### config.mk
export PLATFORM = sky130hd
export DESIGN_NAME = usb_ep_scheduler
export DESIGN_NICKNAME = d
export VERILOG_FILES = /design/src/rtl/usb_ep_pkg.sv /design/src/rtl/ep_fifo.sv /design/src/rtl/usb_ep_scheduler.sv
export SDC_FILE = /design/constraint.sdc
export NUM_CORES = 2
export LEC_CHECK = 0
export ABC_AREA = 1
export CORE_MARGIN = 2
export CORE_UTILIZATION = 55
export CTS_BUF_LIST = sky130_fd_sc_hd__clkbuf_4 sky130_fd_sc_hd__clkbuf_8 sky130_fd_sc_hd__clkbuf_16
export CTS_CLUSTER_DIAMETER = 30
export DETAILED_ROUTE_END_ITERATION = 10
export PLACE_DENSITY_LB_ADDON = 0.08
export SLEW_MARGIN = 0
export SYNTH_ARGS = -nofsm -noshare
export SYNTH_HDL_FRONTEND = slang
export SYNTH_HIERARCHICAL = 1
export SYNTH_SLANG_ARGS = --single-unit
### constraint.sdc
create_clock -name clk -period 5.46 [get_ports clk]
set_clock_uncertainty 0.1 [all_clocks]
set_input_delay 1.638 -clock clk [delete_from_list [all_inputs] [get_ports clk]]
set_output_delay 1.638 -clock clk [all_outputs]
set_load 0.02 [all_outputs]
### src/rtl/usb_ep_pkg.sv
// Shared types and constants for the USB endpoint scheduler slice.
package usb_ep_pkg;

    localparam int DEF_DEPTH   = 64;
    localparam int DEF_MAX_PKT = 64;
    localparam int EP_W        = 4;

    typedef enum logic [1:0] {
        ST_IDLE = 2'd0,
        ST_TX   = 2'd1,
        ST_RX   = 2'd2
    } state_t;

endpackage

### src/rtl/ep_fifo.sv
// Synchronous first-word-fall-through byte FIFO with occupancy count.
module ep_fifo #(
    parameter  int DEPTH = 64,
    localparam int AW    = $clog2(DEPTH),
    localparam int CW    = AW + 1
) (
    input  logic          clk,
    input  logic          rst,
    input  logic          wr,
    input  logic [7:0]    wdat,
    input  logic          rd,
    output logic [7:0]    rdat,
    output logic [CW-1:0] count,
    output logic          full,
    output logic          empty
);

    logic [7:0]    mem [DEPTH];
    logic [AW-1:0] wr_ptr;
    logic [AW-1:0] rd_ptr;
    logic          push;
    logic          pop;

    // Strobes against a full or empty FIFO are dropped here, so callers need no guard.
    assign push  = wr && !full;
    assign pop   = rd && !empty;
    assign full  = (count == CW'(DEPTH));
    assign empty = (count == '0);
    assign rdat  = mem[rd_ptr];

    // NOTE: sequential state uses non-blocking assignments so every register samples pre-edge values.
    always_ff @(posedge clk) begin
        if (rst) begin
            wr_ptr <= '0;
            rd_ptr <= '0;
            count  <= '0;
        end else begin
            if (push) wr_ptr <= wr_ptr + 1'b1;
            if (pop)  rd_ptr <= rd_ptr + 1'b1;
            count <= count + CW'(push) - CW'(pop);
        end
    end

    // NOTE: storage is not reset; pointers and count define which entries are meaningful.
    always_ff @(posedge clk) begin
        if (push) mem[wr_ptr] <= wdat;
    end

endmodule

### src/rtl/usb_ep_scheduler.sv
// Bridges USB IN/OUT transactions to per-endpoint IN and OUT byte FIFOs.
module usb_ep_scheduler
    import usb_ep_pkg::*;
#(
    parameter int NUM_EP  = 2,
    parameter int DEPTH   = DEF_DEPTH,
    parameter int MAX_PKT = DEF_MAX_PKT
) (
    input  logic                   clk,
    input  logic                   rst,
    input  logic [EP_W-1:0]        endpt,
    input  logic                   txact,
    input  logic                   txpop,
    output logic                   txval,
    output logic                   txcork,
    output logic [7:0]             txdat,
    output logic [11:0]            txdat_len,
    input  logic                   rxact,
    input  logic                   rxval,
    input  logic [7:0]             rxdat,
    output logic                   rxrdy,
    input  logic [NUM_EP-1:0]      in_wr,
    input  logic [NUM_EP-1:0][7:0] in_dat,
    output logic [NUM_EP-1:0]      in_full,
    input  logic [NUM_EP-1:0]      out_rd,
    output logic [NUM_EP-1:0][7:0] out_dat,
    output logic [NUM_EP-1:0]      out_empty
);

    localparam int CW = $clog2(DEPTH) + 1;

    state_t                   state;
    logic [EP_W-1:0]          ep_q;
    logic [11:0]              sent_q;
    logic [11:0]              txlen_q;
    logic                     txcork_q;

    logic [NUM_EP-1:0]        in_empty, in_full_w, in_pop;
    logic [NUM_EP-1:0][7:0]   in_head;
    logic [NUM_EP-1:0][CW-1:0] in_count, out_count;
    logic [NUM_EP-1:0]        out_full, out_empty_w, out_push;

    logic                     endpt_ok;
    logic                     sel_empty;
    logic [11:0]              sel_len;
    logic [7:0]               q_head;
    logic                     q_out_full;
    logic                     tx_live;
    logic                     tx_pop;
    logic                     rx_push;
    logic                     unused_out_count;

    assign endpt_ok = (endpt != '0) && (int'(endpt) <= NUM_EP);

    // NOTE: every combinational output gets a default first so no latch is inferred.
    always_comb begin
        sel_empty  = 1'b1;
        sel_len    = '0;
        q_head     = '0;
        q_out_full = 1'b0;
        for (int i = 0; i < NUM_EP; i++) begin
            if (endpt == EP_W'(i + 1)) begin
                sel_empty = in_empty[i];
                sel_len   = (12'(in_count[i]) > 12'(MAX_PKT)) ? 12'(MAX_PKT) : 12'(in_count[i]);
            end
            if (ep_q == EP_W'(i + 1)) begin
                q_head     = in_head[i];
                q_out_full = out_full[i];
            end
        end
    end

    assign tx_live = (state == ST_TX) && (sent_q < txlen_q);
    assign tx_pop  = tx_live && txpop;
    assign rx_push = (state == ST_RX) && rxact && rxval && !q_out_full;

    always_ff @(posedge clk) begin
        if (rst) begin
            state    <= ST_IDLE;
            ep_q     <= '0;
            sent_q   <= '0;
            txlen_q  <= '0;
            txcork_q <= 1'b1;
        end else begin
            case (state)
                ST_IDLE: begin
                    // RX is checked first so a simultaneous OUT token wins.
                    if (rxact && endpt_ok) begin
                        state <= ST_RX;
                        ep_q  <= endpt;
                    end else if (txact && endpt_ok) begin
                        state    <= ST_TX;
                        ep_q     <= endpt;
                        sent_q   <= '0;
                        txlen_q  <= sel_len;
                        txcork_q <= sel_empty;
                    end
                end
                ST_TX: begin
                    if (!txact) begin
                        state  <= ST_IDLE;
                        ep_q   <= '0;
                        sent_q <= '0;
                    end else if (tx_pop) begin
                        sent_q <= sent_q + 1'b1;
                    end
                end
                ST_RX: begin
                    if (!rxact) begin
                        state <= ST_IDLE;
                        ep_q  <= '0;
                    end
                end
                default: state <= ST_IDLE;
            endcase
        end
    end

    always_comb begin
        txval     = 1'b0;
        txcork    = 1'b1;
        txdat     = '0;
        txdat_len = '0;
        rxrdy     = 1'b0;
        if (!rst) begin
            case (state)
                ST_IDLE: begin
                    txcork    = !endpt_ok || sel_empty;
                    txdat_len = endpt_ok ? sel_len : 12'd0;
                    // Tokens for unknown endpoints are absorbed without stalling the core.
                    rxrdy     = rxact && !endpt_ok;
                end
                ST_TX: begin
                    txcork    = txcork_q;
                    txdat_len = txlen_q;
                    txval     = tx_live;
                    txdat     = tx_live ? q_head : 8'd0;
                end
                ST_RX: rxrdy = !q_out_full;
                default: ;
            endcase
        end
    end

    assign in_full   = rst ? '0 : in_full_w;
    assign out_empty = rst ? '1 : out_empty_w;

    // OUT occupancy is only needed for full/empty, which the FIFO already provides.
    assign unused_out_count = ^out_count;

    for (genvar i = 0; i < NUM_EP; i++) begin : g_ep
        assign in_pop[i]   = tx_pop  && (ep_q == EP_W'(i + 1));
        assign out_push[i] = rx_push && (ep_q == EP_W'(i + 1));

        ep_fifo #(.DEPTH(DEPTH)) u_in_fifo (
            .clk   (clk),
            .rst   (rst),
            .wr    (in_wr[i]),
            .wdat  (in_dat[i]),
            .rd    (in_pop[i]),
            .rdat  (in_head[i]),
            .count (in_count[i]),
            .full  (in_full_w[i]),
            .empty (in_empty[i])
        );

        ep_fifo #(.DEPTH(DEPTH)) u_out_fifo (
            .clk   (clk),
            .rst   (rst),
            .wr    (out_push[i]),
            .wdat  (rxdat),
            .rd    (out_rd[i]),
            .rdat  (out_dat[i]),
            .count (out_count[i]),
            .full  (out_full[i]),
            .empty (out_empty_w[i])
        );
    end

endmodule

==> impl_metrics.toml <==
[clock_network]
ctsHoldBuffers = 0
cts.reportedPaths.clkPinSlew_ns = 0.05
cts_inserted_buffers = 444
cts_num_sinks = 2174
cts-root-buf = "clkbuf_16"
worstSkewPairLatency_ns = 0.97
htreeDepth = 5
clk_path_buf_depth = 4
cts_tree = "built"

[global_route]
grt_pass1_wl_mm = 349
grt_pass1_vias = 59786
grt-ovfl-total = 0
antenna_found_initial = 2
track_usage_pct = 26.9
grt_max_degree = 132

[sta]
rsz0062_at_grt = "no"
worst_pin_slew_ns = 1.21
layout_min_cycle_time_ns = 5.37
hold_viol = 0
slew_headroom_pct = 18.6
fin_crit_sh_pct = 98.4
finalHoldWorstSlack_ns = 0.341
fmax_mhz = 186
finalSetupTns_ns = 0
setup_violations = 0
slew_viol_final = 0

[status]
status = "completed"

[worst_setup_path]
worst_setup_path_end_kind = "output port"
critPathMaxFanout = 65
worstPathArrival_ns = 3.63
cp-start-kind = "register"
cp_top_family = "buffers and inverters"
ff2ff_setup_slack_ns = 1.44
required_ns = 3.72
critical_path.cell_chain = "buf_4 -> clkbuf_16 -> nand2_1 -> nand3_1 -> nand3_1 -> nand2_1 -> nand2_1 -> nand3_1 -> nand3_1 -> nand2_1 -> clkdlybuf4s50_1"
slowest_stage = "clkdlybuf4s50_1"
path_class = "reg -> out"
crit_path_max_incr_delay_ns = 0.63
critical_path_buf_inv_count = 3

[finish]
regArea_um2 = 64100
antenna_cells = 0
drive_above_1_share_pct = 13.4
nNetsFinal = 8602
area_growth_syn_to_layout_pct = 20.8
multiInputGateArea_um2 = 23000
fill_cells = 12118

[job]
cap_viol_max_count = 0

[place]
gp_congestion = 0.906
portBuffers = 75
dp_hpwl_mm = 129

[floorplanning]
die_y_um = 410
coreArea_um2 = 165000
chipWidth_um = 410
core.rowCount = 149
pin_count = 81
start_util_pct = 55.2
die-area_um2 = 169000

[synthesis]
synth_edf_count = 2048
ys_async_sr_fraction_pct = 0
syn_area_um2 = 90900
ys_ff_latch = 2174
synth_cell_types = 39
yosysWarnings = 6
syn_avg_cell_area_um2 = 11.2
yosys.area.top_type = "edfxtp_1"
ys_dominant_reg_cell = "edfxtp_1"
synth_top_area_share_pct = 67.7
ys_top_cells_by_area = "edfxtp_1 (68%), nand2_1 (11%), nand3_1 (10%)"
syn_inst = 8086
synth.yosys.seq_area_share_pct = 70.4

[route]
vias = 61529
ant_nets = 0
vias_per_cell = 5.57
dr.pass1.iters = 7
totalWireLength_mm = 228
drt_iter0_markers = 5496
wl_per_cell_um = 20.7
drc = 0

[pwr]
powerDensity_nw_per_um2 = 464
finalPower_uw = 50900
p_leak_uw = 0.0412
ir_worst_vdd_uv = 410

[hold_path]
hold_path.class = "reg -> reg"
==> synth_stat cells (4+ instances only) <==
cell type,count
nor2_2,9
nor2_1,360
clkbuf_1,49
dfxtp_1,126
edfxtp_1,2048
nor3_1,26
xor2_1,4
fa_1,4
buf_1,49
buf_2,152
inv_1,201
inv_2,6
xnor2_1,4
buf_4,97
buf_6,98
nand2_1,2776
nand2_2,6
a21oi_1,90
buf_8,8
a31oi_1,4
o21ai_0,52
nor3b_1,4
nand4_1,21
ha_1,54
nand3_1,1814
==> cells in the final DEF, fill, tap and decap left out, types with 5 or more instances in the layout <==
cell type,Yosys,layout
dlymetal6s2s_1,0,7
clkinv_2,0,73
dfxtp_4,0,8
ha_1,54,54
o21ai_0,52,52
edfxtp_1,2048,2048
clkdlybuf4s50_1,0,35
clkbuf_8,0,11
nor3_1,26,26
inv_6,3,23
nand2_1,2776,2776
buf_2,152,17
buf_16,0,6
clkbuf_2,0,8
buf_4,97,302
clkbuf_4,0,46
inv_2,6,5
nand3_1,1814,1814
bufinv_16,0,64
inv_1,201,197
nor2_2,9,9
clkinvlp_4,0,51
nand4_1,21,21
conb_1,1,5
clkbuf_16,0,455
a21oi_1,90,90
nor2_1,360,360
clkinv_4,1,35
clkinv_1,2,47
dfxtp_1,126,114
nand2_2,6,6
buf_12,0,39
==> sequential cells by signal (all words and copies together), names as in the netlist, named ones only <==
name / count
g_ep.u_in_fifo/count: 14
g_ep.u_out_fifo/count: 14
ep_q: 4
g_ep.u_in_fifo/mem: 1024
txlen_q: 7
g_ep.u_in_fifo/wr_ptr: 12
state: 2
sent_q: 12
g_ep.u_out_fifo/mem: 1024
txcork_q: 1
g_ep.u_out_fifo/rd_ptr: 12
g_ep.u_out_fifo/wr_ptr: 12
g_ep.u_in_fifo/rd_ptr: 12
==> tightest hold or removal path, delay by kind of cell, from the launching register on <==
| family | cells | cell delay [ns] |
|---|---|---|
| buf+inv | 1 | 0.06 |
| flops | 1 | 0.29 |
| simple gates | 1 | 0.05 |
==> report_power, final <==
part	leakage [uW]	switching [uW]	internal, uW	total [uW]
Sequential	0.0194	184	18500	18700
Combinational	0.0144	3680	1600	5280
Clock	0.00740	8580	18400	27000
==> final timing paths <==
path                                 from                       endpoint  cells after the start
worst max-delay path             register                    out_dat[11]                     11
worst max register to register    ep_q[1]  g_ep[1].u_out_fifo/mem[23][6]                     13
worst min-delay path            sent_q[9]                      sent_q[9]                      2
worst min register to register  sent_q[9]                      sent_q[9]                      2
==> metrics by stage <==
stage	instance area, um2	util (%)	setup slack (ns)	cells
floorplan	90900	-	0.972	8090
global placement	94300	57.3	-0.0237	10237
detailed placement	94300	57.3	0.0544	10237
CTS	110000	66.6	0.000193	11041
global route	110000	66.7	0.000116	11051
finish	110000	66.7	0.0899	11051
==> logic make-up (layout without fill, tap and decap cells) <==
logic type | count (synthesis) | count (layout) | share of synthesized area, %
other | 1 | 5 | 0.00413
AOI/OAI and AO/OA | 151 | 151 | 0.849
buffers and inverters | 667 | 1439 | 4.30
and+or+nand+nor | 5027 | 5027 | 23.5
DFF | 2174 | 2174 | 70.4
xor gates and xnor gates | 8 | 8 | 0.0771
adders and majority gates | 58 | 58 | 0.832
==> area by class of cell <==
| type | count | share of cell area (%) |
|---|---|---|
| sequential | 2174 | 58.3 |
| tap | 2189 | 2.49 |
| clock buffer | 508 | 10.7 |
| clock inverter | 294 | 3.12 |
| timing repair buffer | 423 | 3.59 |
| multi-input combinational | 5249 | 20.9 |
| inverter | 214 | 0.802 |
==> metal layers <==
layer / share of wire (%) / GRT usage [%] / up-vias
met1: 42 / 36.8 / 29807
li1: - / - / 29114
met5: 0.0044 / 0 / -
met2: 48 / 43.6 / 2223
met4: 2.6 / 8.77 / 2
met3: 7.2 / 4.91 / 383
==> timing repair <==
item / CTS / global route
cloned: 0 / 4
endpoints found under the setup margin: 24 / 31
setup buffers: 2 / 6
gates resized for setup: 15 / 39
Power figures use the tool's default switching activity.
